## src/rtl/uart_alu_pkg.sv

```systemverilog
// Shared constants and FSM state encoding
// for the UART packet ALU.
package uart_alu_pkg;

  localparam logic [7:0] OP_ECHO = 8'hEC;
  localparam logic [7:0] OP_ADD = 8'h01;
  localparam logic [15:0] HDR_LEN = 16'd4;

  typedef enum logic [2:0] {
    ST_OPCODE,
    ST_RSVD,
    ST_LEN_LO,
    ST_LEN_HI,
    ST_PAYLOAD,
    ST_DISCARD,
    ST_RESULT
  } state_e;

endpackage

```

## src/rtl/uart_alu_engine.sv

```systemverilog
// Packet parser and add/echo engine between
// the UART receiver and transmitter.
module uart_alu_engine
  import uart_alu_pkg::*;
(
  input  logic       clk_i,
  input  logic       rst_ni,
  input  logic [7:0] rx_data_i,
  input  logic       rx_valid_i,
  output logic       rx_ready_o,
  output logic [7:0] tx_data_o,
  output logic       tx_valid_o,
  input  logic       tx_ready_i
);

  state_e      state_q, state_d;
  logic [7:0]  op_q, op_d;
  logic [15:0] len_q, len_d;
  logic [15:0] cnt_q, cnt_d;
  logic [31:0] acc_q, acc_d;
  logic [1:0]  idx_q, idx_d;
  logic [7:0]  hold_q, hold_d;
  logic        hold_vld_q, hold_vld_d;

  logic        rx_fire;
  logic        is_echo;
  logic        is_add;
  logic [15:0] len_full;
  logic [31:0] addend;
  logic [31:0] res_sh;

  assign rx_ready_o = ~hold_vld_q & (state_q != ST_RESULT);
  assign rx_fire = rx_valid_i & rx_ready_o;
  assign tx_data_o = hold_q;
  assign tx_valid_o = hold_vld_q;
  assign len_full = {rx_data_i, len_q[7:0]};
  assign addend = {24'd0, rx_data_i} << {idx_q, 3'b000};
  assign res_sh = acc_q >> {idx_q, 3'b000};

  always_comb begin
    is_echo = 1'b0;
    is_add  = 1'b0;
    unique case (1'b1)
      (op_q == OP_ECHO): is_echo = 1'b1;
      (op_q == OP_ADD):  is_add  = 1'b1;
      default: ;
    endcase
  end

  always_comb begin
    state_d    = state_q;
    op_d       = op_q;
    len_d      = len_q;
    cnt_d      = cnt_q;
    acc_d      = acc_q;
    idx_d      = idx_q;
    hold_d     = hold_q;
    hold_vld_d = hold_vld_q & ~tx_ready_i;
    unique case (state_q)
      ST_OPCODE: if (rx_fire) begin
        op_d    = rx_data_i;
        state_d = ST_RSVD;
      end
      ST_RSVD: if (rx_fire) begin
        state_d = ST_LEN_LO;
      end
      ST_LEN_LO: if (rx_fire) begin
        len_d   = {8'd0, rx_data_i};
        state_d = ST_LEN_HI;
      end
      ST_LEN_HI: if (rx_fire) begin
        len_d = len_full;
        idx_d = 2'd0;
        acc_d = 32'd0;
        if (len_full <= HDR_LEN) begin
          state_d = ST_OPCODE;
        end else begin
          // Count down so LEN = 0xFFFF never wraps.
          cnt_d   = len_full - HDR_LEN;
          state_d = (is_echo | is_add) ? ST_PAYLOAD : ST_DISCARD;
        end
      end
      ST_PAYLOAD: if (rx_fire) begin
        cnt_d = cnt_q - 16'd1;
        idx_d = idx_q + 2'd1;
        if (is_echo) begin
          hold_d     = rx_data_i;
          hold_vld_d = 1'b1;
        end else begin
          acc_d = acc_q + addend;
        end
        if (cnt_q == 16'd1) begin
          idx_d   = 2'd0;
          state_d = is_add ? ST_RESULT : ST_OPCODE;
        end
      end
      ST_DISCARD: if (rx_fire) begin
        cnt_d = cnt_q - 16'd1;
        if (cnt_q == 16'd1) state_d = ST_OPCODE;
      end
      ST_RESULT: if (!hold_vld_q) begin
        hold_d     = res_sh[7:0];
        hold_vld_d = 1'b1;
        idx_d      = idx_q + 2'd1;
        if (idx_q == 2'd3) begin
          acc_d   = 32'd0;
          state_d = ST_OPCODE;
        end
      end
      default: state_d = ST_OPCODE;
    endcase
  end

  always_ff @(posedge clk_i or negedge rst_ni) begin
    if (!rst_ni) begin
      state_q    <= ST_OPCODE;
      op_q       <= 8'd0;
      len_q      <= 16'd0;
      cnt_q      <= 16'd0;
      acc_q      <= 32'd0;
      idx_q      <= 2'd0;
      hold_q     <= 8'd0;
      hold_vld_q <= 1'b0;
    end else begin
      state_q    <= state_d;
      op_q       <= op_d;
      len_q      <= len_d;
      cnt_q      <= cnt_d;
      acc_q      <= acc_d;
      idx_q      <= idx_d;
      hold_q     <= hold_d;
      hold_vld_q <= hold_vld_d;
    end
  end

endmodule

```

## src/rtl/uart_rx.sv

```systemverilog
// 8N1 UART receiver, 8x prescaled bit timing,
// one-byte valid/ready output buffer.
module uart_rx (
  input  logic        clk,
  input  logic        rst,
  input  logic [15:0] prescale,
  input  logic        rxd,
  output logic [7:0]  m_axis_tdata,
  output logic        m_axis_tvalid,
  input  logic        m_axis_tready
);

  logic [1:0]  sync_q;
  logic [7:0]  data_q, data_d;
  logic [7:0]  out_q, out_d;
  logic        vld_q, vld_d;
  logic [18:0] pre_q, pre_d;
  logic [3:0]  bit_q, bit_d;
  logic        rx;
  logic [18:0] bit_time;
  logic [18:0] half_time;

  assign rx = sync_q[1];
  assign bit_time = {prescale, 3'b000} - 19'd1;
  assign half_time = {1'b0, prescale, 2'b00} - 19'd2;
  assign m_axis_tdata = out_q;
  assign m_axis_tvalid = vld_q;

  always_comb begin
    data_d = data_q;
    out_d  = out_q;
    vld_d  = vld_q & ~m_axis_tready;
    pre_d  = pre_q;
    bit_d  = bit_q;
    if (pre_q != 19'd0) begin
      pre_d = pre_q - 19'd1;
    end else if (bit_q != 4'd0) begin
      if (bit_q == 4'd10) begin
        // Mid start bit: a high line means a glitch.
        if (!rx) begin
          bit_d = 4'd9;
          pre_d = bit_time;
        end else begin
          bit_d = 4'd0;
        end
      end else if (bit_q > 4'd1) begin
        bit_d  = bit_q - 4'd1;
        pre_d  = bit_time;
        data_d = {rx, data_q[7:1]};
      end else begin
        bit_d = 4'd0;
        if (rx) begin
          out_d = data_q;
          vld_d = 1'b1;
        end
      end
    end else if (!rx) begin
      pre_d = half_time;
      bit_d = 4'd10;
    end
  end

  always_ff @(posedge clk or posedge rst) begin
    if (rst) begin
      sync_q <= 2'b11;
      data_q <= 8'd0;
      out_q  <= 8'd0;
      vld_q  <= 1'b0;
      pre_q  <= 19'd0;
      bit_q  <= 4'd0;
    end else begin
      sync_q <= {sync_q[0], rxd};
      data_q <= data_d;
      out_q  <= out_d;
      vld_q  <= vld_d;
      pre_q  <= pre_d;
      bit_q  <= bit_d;
    end
  end

endmodule

```

## src/rtl/uart_tx.sv

```systemverilog
// 8N1 UART transmitter, 8x prescaled bit timing,
// valid/ready byte input.
module uart_tx (
  input  logic        clk,
  input  logic        rst,
  input  logic [15:0] prescale,
  input  logic [7:0]  s_axis_tdata,
  input  logic        s_axis_tvalid,
  output logic        s_axis_tready,
  output logic        txd
);

  logic [7:0]  sh_q, sh_d;
  logic        txd_q, txd_d;
  logic [18:0] pre_q, pre_d;
  logic [3:0]  bit_q, bit_d;
  logic [18:0] bit_time;

  assign bit_time = {prescale, 3'b000} - 19'd1;
  assign s_axis_tready = (bit_q == 4'd0) && (pre_q == 19'd0);
  assign txd = txd_q;

  always_comb begin
    sh_d  = sh_q;
    txd_d = txd_q;
    pre_d = pre_q;
    bit_d = bit_q;
    if (pre_q != 19'd0) begin
      pre_d = pre_q - 19'd1;
    end else if (bit_q == 4'd0) begin
      if (s_axis_tvalid) begin
        sh_d  = s_axis_tdata;
        txd_d = 1'b0;
        bit_d = 4'd9;
        pre_d = bit_time;
      end
    end else if (bit_q > 4'd1) begin
      bit_d = bit_q - 4'd1;
      txd_d = sh_q[0];
      sh_d  = {1'b0, sh_q[7:1]};
      pre_d = bit_time;
    end else begin
      bit_d = 4'd0;
      txd_d = 1'b1;
      pre_d = bit_time;
    end
  end

  always_ff @(posedge clk or posedge rst) begin
    if (rst) begin
      sh_q  <= 8'd0;
      txd_q <= 1'b1;
      pre_q <= 19'd0;
      bit_q <= 4'd0;
    end else begin
      sh_q  <= sh_d;
      txd_q <= txd_d;
      pre_q <= pre_d;
      bit_q <= bit_d;
    end
  end

endmodule

```

## src/rtl/uart_alu.sv

```systemverilog
// UART packet ALU: receiver -> parser/engine
// -> transmitter.
module uart_alu #(
  parameter int PRESCALE = 410
) (
  input  logic clk_i,
  input  logic rst_ni,
  input  logic RX_i,
  output logic TX_o
);

  localparam logic [15:0] PRE = 16'(PRESCALE);

  logic       rst;
  logic [7:0] rx_data;
  logic       rx_valid;
  logic       rx_ready;
  logic [7:0] tx_data;
  logic       tx_valid;
  logic       tx_ready;

  assign rst = ~rst_ni;

  uart_rx u_rx (
    .clk           (clk_i),
    .rst           (rst),
    .prescale      (PRE),
    .rxd           (RX_i),
    .m_axis_tdata  (rx_data),
    .m_axis_tvalid (rx_valid),
    .m_axis_tready (rx_ready)
  );

  uart_alu_engine u_engine (
    .clk_i      (clk_i),
    .rst_ni     (rst_ni),
    .rx_data_i  (rx_data),
    .rx_valid_i (rx_valid),
    .rx_ready_o (rx_ready),
    .tx_data_o  (tx_data),
    .tx_valid_o (tx_valid),
    .tx_ready_i (tx_ready)
  );

  uart_tx u_tx (
    .clk           (clk_i),
    .rst           (rst),
    .prescale      (PRE),
    .s_axis_tdata  (tx_data),
    .s_axis_tvalid (tx_valid),
    .s_axis_tready (tx_ready),
    .txd           (TX_o)
  );

endmodule

```

## config.mk

```make
export PLATFORM = sky130hd
export DESIGN_NAME = uart_alu
export DESIGN_NICKNAME = d
export VERILOG_FILES = /design/src/rtl/uart_alu_pkg.sv /design/src/rtl/uart_alu_engine.sv /design/src/rtl/uart_rx.sv /design/src/rtl/uart_tx.sv /design/src/rtl/uart_alu.sv
export SDC_FILE = /design/constraint.sdc
export NUM_CORES = 1
export LEC_CHECK = 0
export ABC_AREA = 1
export CORE_MARGIN = 4
export CORE_UTILIZATION = 61
export CTS_BUF_LIST = sky130_fd_sc_hd__clkbuf_8
export DETAILED_ROUTE_END_ITERATION = 10
export PLACE_DENSITY = 0.75
export REMOVE_ABC_BUFFERS = 1
export SLEW_MARGIN = 20
export SYNTH_ARGS = -nofsm -noshare
export SYNTH_HDL_FRONTEND = slang
export SYNTH_SLANG_ARGS = --single-unit
```

## constraint.sdc

```tcl
create_clock -name clk_i -period 2.7 [get_ports clk_i]
set_input_delay 0.54 -clock clk_i [delete_from_list [all_inputs] [get_ports clk_i]]
set_output_delay 0.54 -clock clk_i [all_outputs]
set_load 0.005 [all_outputs]
```

* After elaboration in Yosys (flattened, before gate mapping) *
Cells that the tools add are included.

storage, ports and cells
  register bits after elaboration = 152
  input bits = 3
  output and inout port bits = 1
  word-level logic and storage cells = 170

cells by class
  add/sub/neg operators = 8
  $lt $le $gt $ge = 3
  eq/ne operators = 32
  shift operators = 2
  multiplexer cells = 69
  bitwise gates (word level) = 13
  reductions and logical operators = 25

operator list
  operator                                                         count
  two-way mux 19 bit                                               9
  two-way mux 32 bit                                               5
  one-hot mux 32 bit (3 select lines)                              1
  two-way mux 8 bit                                                7
  two-way mux 16 bit                                               3
  nonzero test 19 bit                                              2
  subtractor 19 x 1 -> 19 bit, second input constant               2
  two-way mux 3 bit                                                12
  adder 32 bit                                                     1
  two-way mux 4 bit                                                8
  one-hot mux 16 bit (2 select lines)                              1
  one-hot mux 8 bit (2 select lines)                               2
  << shifter 8 x 5 -> 32 bit                                       1
  >> shifter 32 x 5 -> 8 bit                                       1
  != test 2 x 1 -> 1 bit, second input constant                    11
  one-hot mux 3 bit (7 select lines)                               1
  logical NOT 19 bit                                               1
  == test 16 x 1 -> 1 bit, second input constant                   1
  less-or-equal comparator 16 x 3 -> 1 bit, second input constant  1
  AND reduction 4 bit                                              4
  subtractor 16 x 1 -> 16 bit, second input constant               1
  subtractor 16 x 3 -> 16 bit, second input constant               1
  two-way mux 1 bit                                                14
  != test 3 bit, second input constant                             4
  other kinds (30)                                                 58

* Depth between registers and ports, before layout *
  depth in word-level cells = 9
  depth in mapped cells = 17
  mapped depth without buffers = 15

* Hierarchy *
Synthesis repeated with hierarchy kept, for this count alone.

unflattened totals
  cells, all modules = 1,919
  area total of the unflattened synthesis = 12,281.8 µm²

modules (own cells, without submodules)
  module           times used  cells an instance  area an instance (µm²)  seq. area each (µm²)
  uart_alu_engine  1           1,136              6,857.8                 1,951.9
  uart_rx          1           432                2,979.1                 1,053.5
  uart_tx          1           348                2,433.6                 802.0
  uart_alu         1           3                  11.3                    0.0

* Worst setup path before layout *
No wires, ideal clock.

  path type = reg2reg
  start point = register u_engine.idx_q[0]
  end point = register u_engine.acc_q[31]
  library setup time = 0.117 ns
  arrival time = 2.383 ns
  required time = 2.583 ns
  slack = 0.199 ns
  cell stages (with the launch flop) = 17
  buffers on the path = 3
  clock period less this slack = 2.501 ns
  cell sequence = dfrtp_1 > clkbuf_1 > clkbuf_1 > buf_1 > nor3_1 > ha_1 > nand2_1 > nor2_1 > nand3_1 > nand2_1 > nand2_1 > nand2_1 > nand2_1 > nand2_1 > nand2_1 > nand3_1 > nand2_1

between the ends
  word-level cells in the longest chain between the ends = 5
  elaborated cells on any way between the ends = 8
  those cells by class = 1 x add/sub; 2 x eq/ne; 1 x shift; 3 x mux; 1 x reduce/logical

ends and longest elaborated chain
  what                                 line                    text
  from (decl)                          uart_alu_engine.sv:21   logic [1:0] idx_q, idx_d;
  from (signal assigned)               uart_alu_engine.sv:130  idx_q <= idx_d;
  << shifter 8 x 5 -> 32 bit           uart_alu_engine.sv:37   assign addend = {24'd0, rx_data_i} << {idx_q, 3'b000};
  adder 32 bit                         uart_alu_engine.sv:90   acc_d = acc_q + addend;
  two-way mux 32 bit                   uart_alu_engine.sv:86   if (is_echo) begin
  two-way mux 32 bit                   uart_alu_engine.sv:83   ST_PAYLOAD: if (rx_fire) begin
  one-hot mux 32 bit (3 select lines)  uart_alu_engine.sv:59   unique case (state_q)
  to (signal assigned)                 uart_alu_engine.sv:120  acc_q <= 32'd0;
  to (signal assigned)                 uart_alu_engine.sv:129  acc_q <= acc_d;
  to (decl)                            uart_alu_engine.sv:20   logic [31:0] acc_q, acc_d;

Parallel ways exist; a longest one is shown, timed or not. The select of a mux whose other input is x is not followed.
A chain may end at the register's enable or synchronous reset.

* Final worst setup path *
  start point = register u_engine.idx_q[0]
  end point = register u_engine.acc_q[28]

Same word-level chain as after synthesis.

==> flow_metrics.py <==
metrics = {
    "worst_hold_path": {
        "hold_class": "reg -> reg",
        "holdCritStartpoint": "u_rx.sync_q[0]$_DFF_PN1_",
    },
    "floorplanning": {
        "dieArea_um2": 19500,
        "row_count": 47,
        "design.core.area_um2": 16800,
        "initial_utilization": 0.631,
        "die_w_um": 140,
        "die_h_um": 140,
        "ioPinCount": 4,
    },
    "synth": {
        "yosys_warnings": 0,
        "synth.area.top_cells": "dfrtp_1 35%, nand2_1 18%, inv_1 8.1%, nor2_1 5.6%, ha_1 5.4%",
        "synthesis.instances": 1571,
        "synth_top_cell_area_share": 0.353,
        "synthFlopType": "dfrtp_1",
        "synth_top_area_cell": "dfrtp_1",
        "yosysUniqueCellTypes": 47,
        "synth_edf_count": 0,
        "synth-seq-area-share": 0.360,
        "synthArstFlopShare": 1.00,
        "syn_area_um2": 10600,
        "synth-seq-cells": 152,
        "avgSynthCellArea_um2": 6.73,
    },
    "drt": {
        "avgViaCountPerCell": 5.41,
        "dr.pass1.iters": 6,
        "wl_um": 26800,
        "drc": 0,
        "antenna_left": 0,
        "wire_per_inst_um": 14.7,
        "vias": 9862,
        "drt_iter0_markers": 897,
    },
    "clock_network": {
        "clkTransAtPathRegs_ns": 0.08,
        "clock-root-buffer": "clkbuf_8",
        "cts_tree": "done",
        "cts_max_level": 4,
        "clock-sinks": 152,
        "ctsLongestPathBuffers": 2,
        "postCtsSetupBuffers": 0,
        "cts_buffers": 17,
        "clkLatencyLatePin_ns": 0.46,
    },
    "sta": {
        "finalCritPeriodShare": 0.919,
        "min_period_ns": 2.48,
        "slew_violations": 0,
        "rsz0062_at_grt": "no",
        "relSlewSlack": 0.630,
        "max_freq_mhz": 403,
        "finalHoldViolCount": 0,
        "setup_viol": 0,
        "fin_tns_setup_ns": 0,
        "fin_skew_ns": 0.0191,
        "tightest_slew_ns": 0.553,
    },
    "layout": {
        "layout_common_cells": "499 x nand2_1, 228 x inv_1, 157 x nor2_1",
        "final_common_cell": "nand2_1",
        "antenna_cells": 0,
        "final_nets": 1639,
        "fill_cells": 1517,
        "area_growth_pct": 8.02,
        "postLayoutCoreUtil": 0.682,
        "drive_above_1_share": 0.0612,
    },
    "global_routing": {
        "grt_overflow": 0,
        "grt_pass1_wl_um": 45300,
        "antenna_found_initial": 0,
        "grt_pass1_vias": 9339,
        "grt_usage": 0.283,
        "grt_max_degree": 59,
    },
    "critical_path": {
        "regToRegStartpoint": "u_engine.idx_q[0]$_DFFE_PN0P_",
        "cp-start-kind": "flip-flop",
        "crit_required_ns": 3.05,
        "path_class": "reg -> reg",
        "critPathLaunch": "u_engine.idx_q[0]$_DFFE_PN0P_",
        "arrival_ns": 2.83,
        "end_kind": "flip-flop",
        "cp_max_fo": 36,
    },
    "placement": {
        "place.gp.congestion": 1.00,
        "place.port_buffers": 3,
        "dpl.hpwl_um": 20300,
    },
    "power_and_ir_drop": {
        "internal_power_w": 0.00312,
        "swShare": 0.245,
        "p_sw_w": 0.00101,
        "power_density_nw_per_um2": 362,
        "leakage_nw": 6.30,
        "ir_drop_v": 0.000317,
        "clkPwrFrac": 0.435,
        "pwr-share-seq": 0.551,
        "p_comb_frac": 0.014,
    },
    "status": {
        "status": "complete, no violations",
    },
    "run": {
        "cap_violations": 0,
    },
}
-- path summary, 6_finish.rpt --
kind / depth (start not counted) / slack, ns / end
min: 0 / 0.36 / u_rx.sync_q[1]$_DFF_PN1_
max in group asynchronous: 3 / 1.42 / u_rx.sync_q[1]$_DFF_PN1_
max: 15 / 0.22 / u_engine.acc_q[28]$_DFFE_PN0P_
min in group asynchronous: 2 / 0.56 / u_tx.pre_q[15]$_DFFE_PN0P_
min reg2reg: 0 / 0.36 / u_rx.sync_q[1]$_DFF_PN1_
max reg2reg: 15 / 0.22 / u_engine.acc_q[28]$_DFFE_PN0P_
-- layer usage --
layer	up-vias	wire, um	share of wire	GRT usage
met5	-	0	0	0
met4	0	677	0.025	0.0938
met3	47	1290	0.048	0.0460
met2	226	12500	0.47	0.457
met1	4561	12300	0.46	0.391
li1	5028	-	-	-
-- power by group through the flow --
| stage | clock network [W] | registers [W] | logic, W |
|---|---|---|---|
| after floorplan | 0 | 0.00232 | 0.00000259 |
| after global placement | 0 | 0.00232 | 0.0000600 |
| after detailed placement | 0 | 0.00232 | 0.0000606 |
| after CTS | 0.00182 | 0.00228 | 0.0000619 |
| after global routing | 0.00192 | 0.00228 | 0.0000698 |
| final | 0.00180 | 0.00228 | 0.0000583 |
-- sequential cells by signal, summed over array words and instances (netlist names), 2 cells and up --
name	cells
u_tx.sh_q	8
u_engine.idx_q	2
u_rx.sync_q	2
u_rx.pre_q	19
u_engine.acc_q	32
u_tx.pre_q	19
u_rx.m_axis_tdata	8
u_engine.cnt_q	16
u_rx.data_q	8
u_engine.op_q	8
u_engine.len_q	8
u_rx.bit_q	4
u_tx.bit_q	4
u_engine.state_q	3
u_engine.tx_data_o	8
-- through the flow --
stage | hold slack (ns) | instances | total power, W | worst slack [ns] | cell area [um^2]
detailed placement | 0.347 | 1789 | 0.00238 | 0.250 | 11000
CTS | 0.362 | 1822 | 0.00416 | 0.238 | 11400
floorplan | 0.244 | 1540 | 0.00233 | -0.0439 | 10400
global placement | 0.346 | 1789 | 0.00238 | 0.279 | 11000
finish | 0.364 | 1822 | 0.00414 | 0.220 | 11400
global route | 0.363 | 1822 | 0.00427 | 0.00367 | 11400
-- cells by family (layout without fill, tap and decap cells) --
| group | Yosys count | count (layout) | share of synthesized area |
|---|---|---|---|
| buf+inv | 267 | 298 | 0.0969 |
| fa+ha+maj | 47 | 47 | 0.0563 |
| flops | 152 | 152 | 0.360 |
| xor+xnor | 49 | 49 | 0.0406 |
| compound gates | 215 | 215 | 0.115 |
| simple gates | 841 | 841 | 0.331 |
-- what timing repair did --
item,CTS,global route
hold buffers,1,0
endpoints found under the hold margin,13,0
setup endpoints to repair,0,2
gates resized for setup,0,1
-- cell usage after synthesis, types with 3 or more instances --
library cell,instances
o31ai_1,4
nor4_1,5
o21bai_1,3
o21ai_2,10
nor2_1,157
o22ai_1,4
nor2_2,5
nand2_1,499
dfstp_2,3
or2_2,5
o21ai_0,109
o211ai_1,3
nor3_1,41
buf_1,3
ha_1,46
inv_1,228
dfrtp_1,149
xnor2_1,26
xor2_1,23
a32o_1,5
a21oi_1,55
nand3_1,95
a211oi_1,3
buf_2,5
a31oi_1,6
nand3b_1,9
o21ai_1,6
clkbuf_1,20
inv_2,5
clkinv_1,3
nand4_1,15
-- worst max-delay path, stage by stage, from the launching register on --
cell,delay (ns)
dfrtp_1,0.43
buf_12,0.19
nor3_1,0.20
ha_1,0.19
inv_1,0.05
fa_1,0.39
inv_1,0.11
nand3_1,0.08
nand3_1,0.15
nand3_1,0.09
nand3_1,0.15
nand2_1,0.09
nand2_1,0.07
nand2_1,0.04
nand3_1,0.07
nand2_1,0.05
-- final cells by class --
class / count / area, um^2 / share of cell area
Multi-Input combinational cell: 1152 / 5750 / 0.503
Inverter: 236 / 886 / 0.0776
Sequential cell: 152 / 3810 / 0.333
Clock buffer: 20 / 275 / 0.0241
Clock inverter: 12 / 133 / 0.0116
Timing Repair Buffer: 30 / 299 / 0.0262
Tap cell: 220 / 275 / 0.0241
(Power assumes the default switching activity.)
